$ cat src/rtl/spi_bus_pkg.sv
// Shared constants for the memory-mapped SPI master: register offsets,
// STATUS/CONTROL bit positions, FSM encoding and the CONTROL register layout.
package spi_bus_pkg;

    localparam logic [1:0] ADDR_DATA    = 2'd0;
    localparam logic [1:0] ADDR_STATUS  = 2'd1;
    localparam logic [1:0] ADDR_CONTROL = 2'd2;

    localparam int ST_BUSY_BIT    = 0;
    localparam int ST_RXVALID_BIT = 1;
    localparam int ST_OVERRUN_BIT = 2;

    localparam int CTL_CPOL_BIT = 0;
    localparam int CTL_CPHA_BIT = 1;
    localparam int CTL_SS_BIT   = 2;
    localparam int CTL_DIV_LSB  = 8;
    localparam int CTL_DIV_MSB  = 15;

    localparam logic [1:0] S_IDLE  = 2'd0;
    localparam logic [1:0] S_SHIFT = 2'd1;
    localparam logic [1:0] S_DONE  = 2'd2;

    typedef struct packed {
        logic [7:0] div;
        logic       ss_active;
        logic       cpha;
        logic       cpol;
    } spi_ctrl_t;

    function automatic logic [31:0] ctrl_word(input spi_ctrl_t c);
        return {16'b0, c.div, 5'b0, c.ss_active, c.cpha, c.cpol};
    endfunction

endpackage

$ cat src/rtl/spi_edge_generator.sv
// SCLK generator: toggles sclk every div+1 cycles while run is high and flags
// leading/trailing edges plus the final (2*DATA_BITS-th) edge of a transfer.
module spi_edge_generator
#(
    parameter int DATA_BITS = 8
) (
    input  logic       clk,
    input  logic       rst,
    input  logic       run,
    input  logic       cpol,
    input  logic [7:0] div,
    output logic       sclk,
    output logic       lead_pulse,
    output logic       trail_pulse,
    output logic       done_pulse
);

    localparam int EW = $clog2(2 * DATA_BITS);

    logic [7:0]    hcnt_q, hcnt_d;
    logic [EW-1:0] ecnt_q, ecnt_d;
    logic          sclk_q, sclk_d;
    logic          tick;

    // The pulses are asserted in the cycle whose closing clock edge moves sclk.
    assign tick        = run && (hcnt_q == div);
    assign lead_pulse  = tick && !ecnt_q[0];
    assign trail_pulse = tick && ecnt_q[0];
    assign done_pulse  = tick && (ecnt_q == EW'(2 * DATA_BITS - 1));
    assign sclk        = sclk_q;

    always_comb begin
        hcnt_d = hcnt_q;
        ecnt_d = ecnt_q;
        sclk_d = sclk_q;
        if (!run) begin
            hcnt_d = '0;
            ecnt_d = '0;
            sclk_d = cpol;
        end else if (tick) begin
            hcnt_d = '0;
            ecnt_d = ecnt_q + 1'b1;
            sclk_d = ~sclk_q;
        end else begin
            hcnt_d = hcnt_q + 8'd1;
        end
    end

    always_ff @(posedge clk or negedge rst) begin
        if (!rst) begin
            hcnt_q <= '0;
            ecnt_q <= '0;
            sclk_q <= 1'b0;
        end else begin
            hcnt_q <= hcnt_d;
            ecnt_q <= ecnt_d;
            sclk_q <= sclk_d;
        end
    end

endmodule

$ cat src/rtl/spi_bus_master.sv
// Bus-attached SPI master: DATA/STATUS/CONTROL registers, transfer FSM and
// shift register; SCLK timing comes from spi_edge_generator.
module spi_bus_master
    import spi_bus_pkg::*;
#(
    parameter logic [7:0] DEFAULT_DIV = 8'd49,
    parameter int         DATA_BITS   = 8
) (
    input  logic        clk,
    input  logic        rst,
    input  logic        cs,
    input  logic        oe,
    input  logic [3:0]  we,
    input  logic [1:0]  address,
    input  logic [31:0] data_in,
    output logic [31:0] data_out,
    output logic        data_oe,
    output logic        sclk,
    output logic        mosi,
    input  logic        miso,
    output logic        ss_n,
    output logic        busy
);

    logic [1:0]           state_q, state_d;
    spi_ctrl_t            ctrl_q, ctrl_d;
    logic [DATA_BITS-1:0] sreg_q, sreg_d;
    logic [DATA_BITS-1:0] rx_q, rx_d;
    logic                 rx_valid_q, rx_valid_d;
    logic                 overrun_q, overrun_d;
    logic                 mosi_q, mosi_d;
    logic                 rd_q;

    logic wr, data_wr, data_rd, run;
    logic lead, trail, done_pulse;
    logic sample_edge, shift_edge;
    logic unused_bits;

    assign wr      = cs && (|we);
    assign data_wr = wr && (address == ADDR_DATA);
    assign data_rd = cs && oe && (address == ADDR_DATA);
    assign run     = (state_q == S_SHIFT);

    assign data_oe = cs & oe;
    assign busy    = (state_q != S_IDLE);
    assign ss_n    = ~ctrl_q.ss_active;
    assign mosi    = mosi_q;
    assign unused_bits = ^data_in[31:16];

    spi_edge_generator #(
        .DATA_BITS (DATA_BITS)
    ) u_edge (
        .clk         (clk),
        .rst         (rst),
        .run         (run),
        .cpol        (ctrl_q.cpol),
        .div         (ctrl_q.div),
        .sclk        (sclk),
        .lead_pulse  (lead),
        .trail_pulse (trail),
        .done_pulse  (done_pulse)
    );

    // cpha selects which edge samples miso and which one advances mosi.
    assign sample_edge = ctrl_q.cpha ? trail : lead;
    assign shift_edge  = ctrl_q.cpha ? lead  : (trail && !done_pulse);

    always_comb begin
        state_d    = state_q;
        ctrl_d     = ctrl_q;
        sreg_d     = sreg_q;
        rx_d       = rx_q;
        rx_valid_d = rx_valid_q;
        overrun_d  = overrun_q;
        mosi_d     = mosi_q;

        if (data_rd && !rd_q)
            rx_valid_d = 1'b0;
        if (wr && (address == ADDR_STATUS) && data_in[ST_OVERRUN_BIT])
            overrun_d = 1'b0;
        // ss_active stays writable mid-transfer so CS can span several bytes.
        if (wr && (address == ADDR_CONTROL)) begin
            ctrl_d.ss_active = data_in[CTL_SS_BIT];
            if (state_q == S_IDLE) begin
                ctrl_d.cpol = data_in[CTL_CPOL_BIT];
                ctrl_d.cpha = data_in[CTL_CPHA_BIT];
                ctrl_d.div  = data_in[CTL_DIV_MSB:CTL_DIV_LSB];
            end
        end

        case (state_q)
            S_IDLE: begin
                if (data_wr) begin
                    sreg_d  = data_in[DATA_BITS-1:0];
                    state_d = S_SHIFT;
                    if (!ctrl_q.cpha)
                        mosi_d = data_in[DATA_BITS-1];
                end
            end
            S_SHIFT: begin
                if (data_wr)
                    overrun_d = 1'b1;
                if (sample_edge)
                    sreg_d = {sreg_q[DATA_BITS-2:0], miso};
                if (shift_edge)
                    mosi_d = sreg_q[DATA_BITS-1];
                if (done_pulse)
                    state_d = S_DONE;
            end
            S_DONE: begin
                rx_d       = sreg_q;
                rx_valid_d = 1'b1;
                if (rx_valid_q || data_wr)
                    overrun_d = 1'b1;
                state_d = S_IDLE;
            end
            default: state_d = S_IDLE;
        endcase
    end

    always_comb begin
        data_out = '0;
        case (address)
            ADDR_DATA:    data_out[DATA_BITS-1:0] = rx_q;
            ADDR_STATUS: begin
                data_out[ST_BUSY_BIT]    = busy;
                data_out[ST_RXVALID_BIT] = rx_valid_q;
                data_out[ST_OVERRUN_BIT] = overrun_q;
            end
            ADDR_CONTROL: data_out = ctrl_word(ctrl_q);
            default:      data_out = '0;
        endcase
    end

    always_ff @(posedge clk or negedge rst) begin
        if (!rst) begin
            state_q    <= S_IDLE;
            ctrl_q     <= '{div: DEFAULT_DIV, default: 1'b0};
            sreg_q     <= '0;
            rx_q       <= '0;
            rx_valid_q <= 1'b0;
            overrun_q  <= 1'b0;
            mosi_q     <= 1'b0;
            rd_q       <= 1'b0;
        end else begin
            state_q    <= state_d;
            ctrl_q     <= ctrl_d;
            sreg_q     <= sreg_d;
            rx_q       <= rx_d;
            rx_valid_q <= rx_valid_d;
            overrun_q  <= overrun_d;
            mosi_q     <= mosi_d;
            rd_q       <= data_rd;
        end
    end

endmodule

$ cat config.mk
export PLATFORM = sky130hd
export DESIGN_NAME = spi_bus_master
export DESIGN_NICKNAME = d
export VERILOG_FILES = /design/src/rtl/spi_bus_pkg.sv /design/src/rtl/spi_edge_generator.sv /design/src/rtl/spi_bus_master.sv
export SDC_FILE = /design/constraint.sdc
export NUM_CORES = 1
export LEC_CHECK = 0
export CAP_MARGIN = 30
export CELL_PAD_IN_SITES_DETAIL_PLACEMENT = 1
export CELL_PAD_IN_SITES_GLOBAL_PLACEMENT = 2
export CORE_AREA = 2 2 93 95
export CTS_BUF_LIST = sky130_fd_sc_hd__clkbuf_4
export DETAILED_ROUTE_END_ITERATION = 6
export DIE_AREA = 0 0 95 97
export GPL_ROUTABILITY_DRIVEN = 0
export GPL_TIMING_DRIVEN = 0
export PLACE_DENSITY_LB_ADDON = 0.1
export SLEW_MARGIN = 10
export SYNTH_ARGS = -nofsm -noshare
export SYNTH_HDL_FRONTEND = slang
export SYNTH_HIERARCHICAL = 1
export SYNTH_SLANG_ARGS = --single-unit
$ cat constraint.sdc
create_clock -name clk -period 5.8 [get_ports clk]
set_input_delay 1.74 -clock clk [delete_from_list [all_inputs] [get_ports clk]]
set_output_delay 1.74 -clock clk [all_outputs]
set_load 0.03 [all_outputs]
==> results.toml <==
[run_status]
status = "finished clean"

[detailed_routing]
ant_nets = 0
drtIter0Drc = 33
vias = 1831
first_pass_iters = 2
drc_errors = 0
wire_per_inst_um = 14.6
vias_per_cell = 4.55
drt-total-wl_um = 5870

[floorplanning]
dieHeight_um = 97
num_rows = 33
die-area_um2 = 9220
coreArea_um2 = 8130
die_x_um = 95
num_io_pins = 80
start_util = 0.315

[clocking]
clkTransAtPathRegs_ns = 0.14
cts_buffer_depth = 2
hold_buffers = 0
cts_max_level = 2
root_buffer = "clkbuf_4"
cts_tree = "yes"
cts_buffers = 5
worstSkewPairLatency_ns = 0.37
cts_setup_buffers = 0
cts.sinks = 46
ctsResizeCount = 0

[setup_path]
path_max_fanout = 9
critPathRequiredTime_ns = 4.06
worstPathArrival_ns = 3.12
critical_path.top_delay_family = "buffers and inverters"
worst_r2r_startpoint = "state_q[1]"
crit_cells = 4
crit_path_end_kind = "output port"
path_buf_inv = 2
worst-r2r-cell-count = 7
startpoint_type = "primary input"
path_class = "in -> out"
cp_cell_sequence = "buf_6 > nor2_1 > and2_1 > clkdlybuf4s50_1"
startpoint = "address[0]"
r2r_end = "mosi"
endpoint = "data_out[7]"
reg2reg_setup_slack_ns = 3.26
cp_slowest_cell = "clkdlybuf4s50_1"
max_stage_delay_ns = 0.68

[logic_synthesis]
synth_edf_count = 0
netlist_top_cells_area = "dfrtp_1 42%, mux2_2 12%, buf_4 4.7%"
yosys.area.top_type_share = 0.420
yosysTopAreaCell = "dfrtp_1"
synth_flop_cell = "dfrtp_1"
ys_ff_latch = 46
synthArstFlopShare = 1.00
ys_types = 45
avgSynthCellArea_um2 = 11.2
syn_inst = 228
synth-seq-area-share = 0.450
syn-cell-area_um2 = 2560
yosys_warnings = 6

[global_routing]
antenna_found_initial = 0
grt-ovfl-total = 0
grt_pass1_vias = 1942
grt_usage = 0.139
grt_max_degree = 30
grt_pass1_wl_um = 9980

[cells_and_area]
seqCellArea_um2 = 1150
multi_input_area_um2 = 1250
n_antenna_cell = 0
area_growth_pct = 28.7
fillCellCount = 910
layout.cells.non_filler = 402
drive_above_1_share = 0.263
final_cell_mix = "44 x clkdlybuf4s50_1, 43 x dfrtp_1, 28 x mux2_2, 16 x buf_4, 16 x conb_1"
final_common_cell = "clkdlybuf4s50_1"
fin_util = 0.406
nNetsFinal = 346

[power_and_ir_drop]
p_leak_nw = 1.43
peakVddDrop_mv = 0.127
p_per_area_nw_per_um2 = 428

[min_path]
holdPathStages = 1
holdCritPathClass = "reg -> reg"
hp-start = "rx_q[7]"

[sta]
worst_slew_pin_slew_ns = 0.675
finalCriticalPeriod_ns = 4.86
setup_viol = 0
skew_ns = 0.0107
rsz0062_at_grt = "false"
maxSlewViolCount = 0
finalSetupTns_ns = 0
max_slew_margin = 0.550
worst_slack_ns = 0.939
period_share = 0.838
timing.fmax_mhz = 206
hold_viol = 0

[run]
maxCapViolations = 0

[placement]
port_buffers = 45
place_ws_ns = 0.925
hpwl_um = 4410
dp_cells = 394
==> per-stage QoR <==
| step | total power, W | cell area [µm²] | hold slack [ns] |
|---|---|---|---|
| floorplan | 0.00102 | 2620 | 0.469 |
| global placement | 0.00121 | 3200 | 0.483 |
| detailed placement | 0.00123 | 3220 | 0.491 |
| CTS | 0.00144 | 3300 | 0.523 |
| global route | 0.00152 | 3300 | 0.539 |
| finish | 0.00141 | 3300 | 0.520 |
==> cell usage after synthesis (all sizes together) (2+ instances only) <==
master  number
or4          2
xor2         5
a21o         2
mux2i        4
and2        15
nor4         3
or3          3
and3         2
a21oi        5
nand4        2
nand3        7
xnor2        9
dfrtp       43
inv         11
buf         21
ha           7
clkbuf       2
o31ai        2
dfstp        3
nand2b       3
o21ai        9
nor2        11
mux2        36
nand2        9
==> routing by layer <==
metal | part of all wire | global-route usage | wire, µm
met2 | 0.48 | 0.218 | 2790
met1 | 0.47 | 0.194 | 2790
met5 | 0 | 0 | 0
met3 | 0.033 | 0.0265 | 196
met4 | 0.016 | 0.0435 | 93
==> how the worst min path moves through the flow <==
stage                end  slack (ns)
3_5_place_dp     rx_q[7]        0.49
4_1_cts          rx_q[7]        0.52
5_1_grt          rx_q[7]        0.54
2_1_floorplan  overrun_q        0.47
3_3_place_gp     rx_q[6]        0.48
6_report         rx_q[7]        0.52
==> cells by family (layout without fill, tap and decap cells) <==
logic type	count (synthesis)	in the layout	synth area share
AOI/OAI and AO/OA	25	25	0.0669
xor gates and xnor gates	14	14	0.0478
adders and majority gates	7	7	0.0342
buffers and inverters	34	88	0.0830
DFF	46	46	0.450
muxes	40	40	0.185
other	1	16	0.00146
and+or+nand+nor	61	61	0.131
==> report_power, final <==
group | internal [W] | leakage (nW) | switching [W]
Clock | 0.0000957 | 0.0419 | 0.000110
Sequential | 0.000451 | 0.565 | 0.0000931
Combinational | 0.000342 | 0.819 | 0.000321
==> flip-flops by register name (all words and copies together) (netlist names), 2 cells and up <==
signal	flops
ctrl_q	11
rx_q	8
sreg_q	8
state_q	2
u_edge/ecnt_q	4
u_edge/hcnt_q	8
==> cell type report <==
cell class,count,area share
tap,105,0.0398
multi-input combinational,163,0.380
buffer,23,0.0520
clock inverter,2,0.0114
sequential,46,0.350
timing repair buffer,46,0.141
clock buffer,6,0.0137
inverter,11,0.0125
==> worst reg2reg max path, delay by kind of cell (launching register included) <==
family	cells	cell delay [ns]
AND/OR/NAND/NOR	1	0.40
adder cells (fa/ha/maj)	1	0.40
flip-flops	1	0.42
buffers and inverters	2	0.36
multiplexers	1	0.37
AO/OA/AOI/OAI	2	0.49
Power figures use the tool's default switching activity.
